==> src/rtl/example_adder_pipe.sv <==
// Pipelined add/sub/accumulate engine over WIDTH-bit operands with carry/borrow and signed-overflow flags.
// Latency STAGES cycles when unstalled, 1 beat/cycle; EXAMPLE_ADDER_SAT_EN adds unsigned saturation.
// Global stall: the whole pipe advances only when the output slot is empty or being consumed; in_ready mirrors that.
module example_adder_pipe #(
    parameter int WIDTH  = 8,
    parameter int STAGES = 2
) (
    input  logic             clk,
    input  logic             rst,
    input  logic             in_valid,
    output logic             in_ready,
    input  logic [1:0]       mode,
    input  logic [WIDTH-1:0] a_in,
    input  logic [WIDTH-1:0] b_in,
    output logic             out_valid,
    input  logic             out_ready,
    output logic [WIDTH-1:0] sum_out,
    output logic             carry_out,
    output logic             ovf_out
);

    localparam int MSB = WIDTH - 1;

    localparam logic [1:0] MODE_ADD  = 2'b00;
    localparam logic [1:0] MODE_SUB  = 2'b01;
    localparam logic [1:0] MODE_ACC  = 2'b10;
    localparam logic [1:0] MODE_LOAD = 2'b11;

    typedef struct packed {
        logic             vld;
        logic [WIDTH-1:0] sum;
        logic             carry;
        logic             ovf;
    } stage_t;

    stage_t           pipe [STAGES];
    logic [WIDTH-1:0] acc;

    logic             advance;
    logic             accept;
    logic [WIDTH-1:0] opb;
    logic [WIDTH:0]   wide;
    logic [WIDTH-1:0] res_sum;
    logic             res_carry;
    logic             res_ovf;

    assign advance  = !pipe[STAGES-1].vld | out_ready;
    assign in_ready = advance;
    assign accept   = in_valid & advance;

    // Accumulate mode reuses the adder with the accumulator standing in for B.
    always_comb begin
        opb       = mode[1] ? acc : b_in;
        wide      = '0;
        res_sum   = '0;
        res_carry = 1'b0;
        res_ovf   = 1'b0;
        case (mode)
            MODE_ADD, MODE_ACC: begin
                wide      = {1'b0, a_in} + {1'b0, opb};
                res_carry = wide[WIDTH];
                res_ovf   = (a_in[MSB] == opb[MSB]) & (wide[MSB] != a_in[MSB]);
                res_sum   = wide[MSB:0];
`ifdef EXAMPLE_ADDER_SAT_EN
                if (res_carry) begin
                    res_sum = '1;
                end
`endif
            end
            MODE_SUB: begin
                // Bit WIDTH of the zero-extended difference is exactly the unsigned borrow.
                wide      = {1'b0, a_in} - {1'b0, b_in};
                res_carry = wide[WIDTH];
                res_ovf   = (a_in[MSB] != b_in[MSB]) & (wide[MSB] != a_in[MSB]);
                res_sum   = wide[MSB:0];
`ifdef EXAMPLE_ADDER_SAT_EN
                if (res_carry) begin
                    res_sum = '0;
                end
`endif
            end
            MODE_LOAD: begin
                res_sum = a_in;
            end
            default: begin
                res_sum = a_in;
            end
        endcase
    end

    // The accumulator commits on the same edge as stage 1, so back-to-back acc beats chain directly.
    always_ff @(posedge clk) begin
        if (!rst) begin
            pipe[0] <= '0;
            acc     <= '0;
        end else if (advance) begin
            pipe[0].vld   <= in_valid;
            pipe[0].sum   <= res_sum;
            pipe[0].carry <= res_carry;
            pipe[0].ovf   <= res_ovf;
            if (accept && mode[1]) begin
                acc <= res_sum;
            end
        end
    end

    for (genvar g = 1; g < STAGES; g++) begin : g_delay
        always_ff @(posedge clk) begin
            if (!rst) begin
                pipe[g] <= '0;
            end else if (advance) begin
                pipe[g] <= pipe[g-1];
            end
        end
    end

    assign out_valid = pipe[STAGES-1].vld;
    assign sum_out   = pipe[STAGES-1].sum;
    assign carry_out = pipe[STAGES-1].carry;
    assign ovf_out   = pipe[STAGES-1].ovf;

endmodule
==> config.mk <==
export PLATFORM = sky130hd
export DESIGN_NAME = example_adder_pipe
export DESIGN_NICKNAME = d
export VERILOG_FILES = /design/src/rtl/example_adder_pipe.sv
export SDC_FILE = /design/constraint.sdc
export NUM_CORES = 1
export LEC_CHECK = 0
export BUFFER_PORTS_ARGS = -buffer_cell sky130_fd_sc_hd__buf_2
export CORE_MARGIN = 5
export CORE_UTILIZATION = 30
export DETAILED_ROUTE_END_ITERATION = 10
export PLACE_DENSITY_LB_ADDON = 0.25
export SETUP_SLACK_MARGIN = 0.3
export SYNTH_ARGS = -nofsm -noshare
export SYNTH_HDL_FRONTEND = slang
export SYNTH_SLANG_ARGS = --single-unit
==> constraint.sdc <==
create_clock -name clk -period 9.31 [get_ports clk]
set_input_delay 1.862 -clock clk [delete_from_list [all_inputs] [get_ports clk]]
set_output_delay 1.862 -clock clk [all_outputs]
set_load 0.01 [all_outputs]
Word-level counts from Yosys, hierarchy flattened
Memory sizes are Yosys's and may differ from the RTL's.
Index checks and enable logic that the tools add are counted.
{ "totals": {"reg_bits": 8, "ramBits": 22, "mem_count": 1} }
{ "classes": {"addsub": 2, "n_eq_ne": 7, "n_mux": 13, "bitwise_logic": 9, "n_reduce_logical": 5} }
{ "memory_table": {"columns": ["memory", "words", "width", "read_ports", "rd_ports_with_merged_regs", "wr", "line_no", "rtl"], "rows": [
  ["pipe", 2, 11, 2, 0, 2, "36", "stage_t pipe [STAGES];"]
]} }
{ "ops": {"columns": ["cell", "count"], "rows": [
  ["case mux 8 bit (3 select lines)", 1],
  ["two-way mux 8 bit", 2],
  ["two-way mux 11 bit", 1],
  ["adder 8 x 8 -> 9 bit", 1],
  ["subtractor 8 x 8 -> 9 bit", 1],
  ["two-way mux 1 bit", 7],
  ["bitwise OR 1 bit", 6],
  ["== test 2 bit (second input constant)", 2],
  ["case mux 1 bit (2 select lines)", 2],
  ["bitwise AND 1 bit", 3],
  ["inequality test 1 bit", 3],
  ["== test 2 x 1 -> 1 bit (second input constant)", 1],
  ["zero test 2 bit", 1],
  ["AND reduction 2 bit", 1],
  ["OR reduction 2 bit", 1],
  ["== test 1 bit", 1],
  ["logical AND 1 bit", 1],
  ["zero test 1 bit", 1]
]} }

Logic depth before layout (Yosys ltp)
Gate-level depths: netlist of the first run.
An unclocked memory read counts as a cell.
{ "depth": {"ltp_word": 7, "ltp_mapped": 12} }

Least setup slack after synthesis of the first run
OpenSTA, ideal clock, no wires.
{ "synth_path": {"kind": "input to register", "from": "input mode[1]", "to": "memory pipe[0][0] in the netlist's numbering (data pin)", "arrival_time_ps": 4334, "slack_ps": 4719, "cell_stages": 11, "n_path_buf": 3, "cell_sequence": "clkbuf_1 -> clkbuf_1 -> clkbuf_1 -> o21ai_0 -> ha_1 -> and2_4 -> a221o_1 -> or2_4 -> a21oi_4 -> xnor2_1 -> a32o_1"} }
{ "synth_rtl": {"columns": ["item", "line_no", "rtl"], "rows": [
  ["start, declared", "12", "input logic [1:0] mode,"],
  ["end, declared", "36", null]
]} }

Worst setup path after layout of the first run
{ "layout_path": {"from": "input out_ready", "to": "output in_ready"} }
{ "layout_between": {"elab_chain_cells": 1} }
{ "layout_lines": {"columns": ["item", "line_no", "rtl"], "rows": [
  ["start, declared", "16", "input logic out_ready,"],
  ["bitwise OR 1 bit", "47", "assign advance = !pipe[STAGES-1].vld | out_ready;"],
  ["end, declared", "11", "output logic in_ready,"]
]} }
No other way between the ends.

==> summary.md, run 1 <==
| Metric | Value |
|---|---|
| GRT Residual Overflow | `0` |
| Worst setup startpoint | `out_ready` |
| Ys Warns | `0` |
| Register area | `820.8 um2` |
| DRT antenna net count | `0` |
| Initial antenna violation count | `0` |
| Cells after synthesis | `219` |
| Switching share of power | `28.57%` |
| Final number of hold-violating endpoints | `0` |
| Clock root cell | `clkbuf_8` |
| Rows | `30` |
| Largest net degree at the start of global routing | `31` |
| Worst-Margin Slew | `1.009 ns` |
| Overall routed net length | `between 4000 and 5000 um` |
| Clk pwr share | `29.4%` |
| Area Overhead vs Synth | `15.60%` |
| Starting Density | `30.63%` |
| Avg Inst Size Synth | `around 9.4 um2` |
| Final nets | `289` |
| Hold Buf Count CTS | `0` |
| Multi-input logic area | `1166 um2` |
| Register share of total power | `44.5%` |
| Distinct cells, synth | `45` |
| TritonCTS clock tree | `yes` |
| R2R Path Start | `acc[0]$_SDFFE_PN0P_` |
| Initial drt markers | `80` |
| Max Clk Rate | `225.5 MHz` |
| Arr. time, crit path | `2.57 ns` |
| Setup Buffers After CTS | `0` |
| H-tree depth | `2` |
| PostCTS Resize Cnt | `0` |
| Pwr dens | `151.0 nW/um2` |
| Most frequent cell after synthesis | `nand2_1` |
| Largest area contributor in the netlist | `edfxtp_1` |
| Crit Path Class | `primary input to primary output` |
| Sequential fraction of the synthesis area | `between 30% and 40%` |
| Vias in the first global route | `1501` |
| Post-synth top flop | `edfxtp_1` |
| Core area | `between 6000 and 7000 um2` |
| Port-buffer cells | `33` |
| Worst slack at placement | `4.794 ns` |
| Fin worst setup slack | `4.875 ns` |
| Die height | `93.06 um` |
| Hold Path Class | `register to register` |
| TNS Setup | `0 ns` |
| CP required | `7.45 ns` |
| Gp weighted congestion | `0.8036` |
| Worst skew pair latency | `0.28 ns` |
| Clock skew | `0.009358 ns` |
| Ant. Diodes | `0` |
| Drt wl/cell | `13.45 um` |
| Clock slew at reported path FFs | `0.07 ns` |
| Leakage | `about 1.1 nW` |
| Max Slew Vio Count | `0` |
| Ranking of synthesized cells by area | `edfxtp_1, ha_1, dfxtp_1` |
| Total of max-cap violations | `0` |
| Die Span X | `slightly above 90 um` |
| Max IR drop VDD | `about 0.043 mV` |
| Vias | `1622` |
| Vias/cell | `4.915` |
| CTS buffer count | `5` |
| P_sw | `0.0001032 W` |
| First-pass GRT wire length | `7293 um` |
| CTS Buffer Depth | `2` |
| Layout cell share with drive strength beyond 1 | `18.40%` |
| # clock sinks | `30` |
| CP Capture Type | `primary output` |
| Final Setup Violations | `0` |
| Pint | `0.0002580 W` |
| Top post-synthesis cells by count | `nand2_1, edfxtp_1, o21ai_0` |
| Total GRT Usage | `10.60%` |
| Die Area | `8659 um2` |
| CP Max Fanout | `16` |
| Ports | `34` |
| DRC violations left | `0` |
| HP Start | `acc[3]$_SDFFE_PN0P_` |
| Post-synthesis net count | `259` |
| Yosys reg bits | `30` |
| Synthesized area | `2069 um2` |
| Crit path launch type | `primary input` |
| Fin crit share | `47.63%` |
| Detail Placement HPWL | `roughly 3400 um` |
| Fill count | `702` |
| Final min period | `4.435 ns` |
| Rel. slew slack | `around a third` |
| Synth top area share | `31.92%` |
| Outcome | `finished clean` |
| Async SR Flop Fraction | `0%` |
| 1st-pass router iterations | `4` |
| Gate power share | `26.0%` |
| Post-synth EDFFs | `22` |
| RSZ-0062 raised after global routing | `no` |
-- cell type report --
| class | count | share of cell area [%] |
|---|---|---|
| clock buffers | 6 | 3.452 |
| clock inverters | 2 | 0.5230 |
| inverters | 12 | 1.883 |
| multi-input cells | 167 | 48.74 |
| flip-flops and latches | 30 | 34.31 |
| well taps | 80 | 4.184 |
| repair buffers | 33 | 6.904 |
-- power by group through the flow --
stage	clock, W	sequential, W	combinational (W)
floorplan	0	0.000166	0.0000671
finish	0.000106	0.000161	0.0000940
global route	0.000117	0.000162	0.000106
global placement	0	0.000164	0.0000933
CTS	0.000111	0.000161	0.0000944
detailed placement	0	0.000164	0.0000939
-- metal layers --
layer | GRT usage [%] | share of wire (%)
met1 | 15.16 | 52
met2 | 15.66 | 43
met4 | 4.029 | 1.7
met5 | 0 | 0
met3 | 2.172 | 3.4
-- placed cells by master (no fill, tap or decap), types with 2 or more instances in the layout --
| cell | count |
|---|---|
| buf_2 | 33 |
| nand2_1 | 25 |
| edfxtp_1 | 22 |
| o21ai_0 | 18 |
| ha_1 | 16 |
| and3_1 | 14 |
| nor2_1 | 13 |
| inv_1 | 12 |
| a21oi_1 | 9 |
| xnor2_1 | 9 |
| dfxtp_1 | 8 |
| a211oi_1 | 6 |
| a21o_1 | 6 |
| clkbuf_8 | 6 |
| mux2i_1 | 5 |
| and2_1 | 3 |
| nor3_1 | 3 |
| nand4_1 | 3 |
| nand3b_1 | 2 |
| o21bai_1 | 2 |
| nor2b_1 | 2 |
| nand3_1 | 2 |
| a31oi_1 | 2 |
| o22ai_1 | 2 |
| o211ai_1 | 2 |
| xor2_1 | 2 |
| o211a_1 | 2 |
| fa_1 | 2 |
-- critical path, stage by stage --
cell and delay, ns:
buf_2 0.10, nand2b_1 0.35, buf_2 0.26
-- through the flow --
| step | power [W] | hold slack [ns] | util (%) | area (um2) | cells |
|---|---|---|---|---|---|
| global placement | 0.0002570 | 0.4456 | 34.00 | 2297 | 322 |
| floorplan | 0.0002328 | 0.4362 | - | 2069 | 219 |
| detailed placement | 0.0002576 | 0.4663 | 34.00 | 2297 | 322 |
| finish | 0.0003612 | 0.4671 | 35.41 | 2392 | 330 |
| CTS | 0.0003661 | 0.4707 | 35.41 | 2392 | 330 |
| global route | 0.0003845 | 0.5190 | 35.41 | 2392 | 330 |
-- kinds of logic (layout without fill, tap and decap cells) --
kind of cell | Yosys count | after routing | share of synthesized area [%]
and+or+nand+nor | 74 | 74 | 18.14
adders and majority gates | 18 | 18 | 11.61
AOI/OAI and AO/OA | 58 | 58 | 18.98
muxes | 6 | 6 | 2.963
buffers and inverters | 22 | 53 | 3.990
xor gates and xnor gates | 11 | 11 | 4.656
DFF | 30 | 30 | 39.66
-- worst paths after layout --
check	endpoint	slack (ns)	depth (start not counted)
max	in_ready	4.88	3
min	acc[3]$_SDFFE_PN0P_	0.47	2
max reg2reg	pipe[0][1]$_DFFE_PP_	6.91	9
min reg2reg	acc[3]$_SDFFE_PN0P_	0.47	2
-- sequential cells by signal, summed over array words and instances, names as in the netlist --
signal  cells
acc         8
pipe       22
Note: power is estimated with default switching activity, not from simulation.
==> run 2, diff against run 1 <==
--- a/config.mk
+++ b/config.mk
@@ -5,6 +5,7 @@
 export SDC_FILE = /design/constraint.sdc
 export NUM_CORES = 1
 export LEC_CHECK = 0
+export ABC_AREA = 1
 export BUFFER_PORTS_ARGS = -buffer_cell sky130_fd_sc_hd__buf_2
 export CORE_MARGIN = 5
 export CORE_UTILIZATION = 30
==> constraint.sdc (replaced) <==
create_clock -name clk -period 4.2 [get_ports clk]
set_input_delay 0.84 -clock clk [delete_from_list [all_inputs] [get_ports clk]]
set_output_delay 0.84 -clock clk [all_outputs]
set_load 0.01 [all_outputs]
==> summary.md, run 2 <==
| Metric | Value |
|---|---|
| Outcome | `finished clean (unchanged)` |
| Clock skew | `0.001401 ns (was 0.009358 ns)` |
| Post-synth top flop | `edfxtp_1 (unchanged)` |
| Top post-synthesis cells by count | `nand2_1, inv_1, nor2_1 (was nand2_1, edfxtp_1, o21ai_0)` |
| HP Start | `acc[0]$_SDFFE_PN0P_ (was acc[3]$_SDFFE_PN0P_)` |
| Ranking of synthesized cells by area | `edfxtp_1, nand2_1, inv_1 (was edfxtp_1, ha_1, dfxtp_1)` |
| Most frequent cell after synthesis | `nand2_1 (unchanged)` |
| Ys Warns | `0 (unchanged)` |
| GRT Residual Overflow | `0 (unchanged)` |
| DRT antenna net count | `0 (unchanged)` |
| Fin worst setup slack | `1.539 ns (was 4.875 ns)` |
| Most frequent cells in the layout | `nand2_1, inv_1, nor2_1 (was buf_2, nand2_1, edfxtp_1)` |
| Total of max-cap violations | `0 (unchanged)` |
| Crit Path Class | `primary input to register (was primary input to primary output)` |
| CP Capture Type | `register (was primary output)` |
| Drt wl/cell | `12.39 um (was 13.45 um)` |
| Clock slew at reported path FFs | `0.06 ns (was 0.07 ns)` |
| Port-buffer cells | `33 (unchanged)` |
| Ant. Diodes | `0 (unchanged)` |
| Register area | `820.8 um2 (unchanged)` |
| Multi-input logic area | `1142 um2 (was 1166 um2)` |
| TNS Setup | `0 ns (unchanged)` |
| 1st-pass router iterations | `4 (unchanged)` |
| Area Overhead vs Synth | `15.58% (was 15.60%)` |
| Critical path, cell by cell | `buf_2 > inv_2 > nand2_1 > nand2_1 > ha_1 > fa_1 > a21oi_1 > nand2_1 > nand3_1 > nand3_1 > nand2_1 > inv_1 (was buf_2 > nand2b_1 > buf_2)` |
| Fin cells | `444 (was 330)` |
| Most common cell after layout, fill and taps aside | `nand2_1 (was buf_2)` |
| Cells after synthesis | `308 (was 219)` |
| Largest area contributor in the netlist | `edfxtp_1 (unchanged)` |
| Die Area | `9205 um2 (was 8659 um2)` |
| TritonCTS clock tree | `yes (unchanged)` |
| First-pass GRT wire length | `8818 um (was 7293 um)` |
| R2R Path Start | `acc[0]$_SDFFE_PN0P_ (unchanged)` |
| Max IR drop VDD | `0.09175 mV (was 0.04260 mV)` |
| Sequential fraction of the synthesis area | `37.04% (was 39.66%)` |
| Distinct cells, synth | `28 (was 45)` |
| Final min period | `2.661 ns` |
| Largest net degree at the start of global routing | `23 (was 31)` |
| # clock sinks | `30 (unchanged)` |
| Clock root cell | `clkbuf_8 (unchanged)` |
| Worst slack at placement | `1.244 ns (was 4.794 ns)` |
| Yosys reg bits | `30 (unchanged)` |
| CTS buffer count | `5 (unchanged)` |
| Overall routed net length | `5500 um (was 4437 um)` |
| Initial antenna violation count | `0 (unchanged)` |
| Worst-Margin Slew | `0.8940 ns (was 1.009 ns)` |
| Crit path max-delay family | `adder cells (was buffers and inverters)` |
| Max Clk Rate | `375.8 MHz` |
| Rows | `31 (was 30)` |
| Crit-path slowest cell | `fa_1 (was nand2b_1)` |
| Fill count | `804 (was 702)` |
| Largest register FFs | `22 (unchanged)` |
| Ports | `34 (unchanged)` |
| Crit path buffers/inverters | `3 (was 2)` |
| Most flop-heavy register | `pipe (unchanged)` |
| Leakage | `1.346 nW (was 1.108 nW)` |
| Starting Density | `30.71% (was 30.63%)` |
| Delay of the slowest critical-path stage | `0.45 ns (was 0.35 ns)` |
| Synthesized area | `2216 um2 (was 2069 um2)` |
| Placement Cell Area | `2481 um2 (was 2297 um2)` |
| CP Max Fanout | `18 (was 16)` |
| Post-synthesis net count | `348 (was 259)` |
| Worst setup startpoint | `mode[1] (was out_ready)` |
| RSZ-0062 raised after global routing | `no (unchanged)` |
| Die Span X | `95.95 um (was 93.06 um)` |
| Vias | `1982 (was 1622)` |
| CTS Buffer Depth | `2 (unchanged)` |
| Avg Inst Size Synth | `7.194 um2 (was 9.450 um2)` |
| Final nets | `384 (was 289)` |
| Biggest regs | `pipe: 22 flops, acc: 8 flops (unchanged)` |
| Die height | `95.95 um (was 93.06 um)` |
| Post-synth EDFFs | `22 (unchanged)` |
| Total GRT Usage | `12.56% (was 10.60%)` |
| DP Cell Count | `436 (was 322)` |
| CP most frequent cell | `nand2_1 (was buf_2)` |
| Worst skew pair latency | `0.28 ns (about the same)` |
| H-tree depth | `2 (unchanged)` |
| Synth top area share | `29.81% (was 31.92%)` |
| Util after Layout | `35.50% (was 35.41%)` |
| Hold Buf Count CTS | `0 (unchanged)` |
| Final Cell Area | `2561 um2 (was 2392 um2)` |
| Final number of hold-violating endpoints | `0 (unchanged)` |
| CP required | `4.24 ns (was 7.45 ns)` |
| Initial drt markers | `112 (was 80)` |
| Crit path launch type | `primary input (unchanged)` |
| Vias/cell | `4.464 (was 4.915)` |
| Layout cell share with drive strength beyond 1 | `16.23% (was 18.40%)` |
| DRC violations left | `0 (unchanged)` |
| Setup Buffers After CTS | `0 (unchanged)` |
| Final Setup Violations | `0 (unchanged)` |
| Rel. slew slack | `40.26% (was 32.50%)` |
| Max Slew Vio Count | `0 (unchanged)` |
| Core area | `7214 um2 (was 6756 um2)` |
| Vias in the first global route | `1920 (was 1501)` |
| Gp weighted congestion | `0.9181 (was 0.8036)` |
| Detail Placement HPWL | `4464 um (was 3356 um)` |
| PostCTS Resize Cnt | `0 (unchanged)` |
| Async SR Flop Fraction | `0% (unchanged)` |
| Pwr dens | `308.4 nW/um2 (was 151.0 nW/um2)` |
| Arr. time, crit path | `2.70 ns (was 2.57 ns)` |
| Hold Path Class | `register to register (unchanged)` |
| Fin crit share | `63.36%` |
==> run 2: logic make-up after synthesis <==
kind of cell | count (synthesis) | share of synthesized area [%]
flip-flops | 30 | 37.04
AO/OA/AOI/OAI | 32 | 7.453
XOR/XNOR | 2 | 0.7907
AND/OR/NAND/NOR | 161 | 32.47
buffers and inverters | 65 | 11.41
adder cells (fa/ha/maj) | 18 | 10.84
==> run 2: worst min-delay path, stage by stage, from the launching register on <==
cell     delay (ns)
dfxtp_1        0.32
o21ai_1        0.13
a21oi_1        0.04
==> run 2: through the flow <==
step,power [W],hold WS (ns)
2_1_floorplan,0.0005189,0.4743
3_3_place_gp,0.0005822,0.5151
3_5_place_dp,0.0005851,0.5190
4_1_cts,0.0007953,0.5285
5_1_grt,0.0008423,0.5397
6_report,0.0007899,0.5333
==> run 2: power by group <==
part | internal [W] | switching (W) | total (W)
Sequential | 0.000349 | 0.00000899 | 0.000358
Combinational | 0.0000802 | 0.000140 | 0.000220
Clock | 0.000110 | 0.000102 | 0.000212
Total | 0.000539 | 0.000251 | 0.000790
==> run 2: path summary, 6_finish.rpt <==
path                            cells past startpoint                  endpoint  slack, ns
worst max-delay path                               12  pipe[0][6]$_SDFFCE_PN0P_       1.54
worst min-delay path                                2       acc[0]$_SDFFE_PN0P_       0.53
worst max register to register                     10  pipe[0][6]$_SDFFCE_PN0P_       2.19
worst min register to register                      2       acc[0]$_SDFFE_PN0P_       0.53
==> run 2: routing by layer <==
metal	wire [um]	global-route usage, %	up-vias
li1	-	-	1046
met4	29	3.791	0
met3	238	2.502	3
met5	0	0	-
met2	2739	22.93	32
met1	2492	14.69	901
==> run 2: final cells by class <==
cell class                 count  area share, %
clock buffer                   5          2.687
clock inverter                 3         0.4397
sequential                    30          32.05
inverter                      61          8.940
multi-input combinational    213          44.60
tap                           99          4.836
timing repair buffer          33          6.448
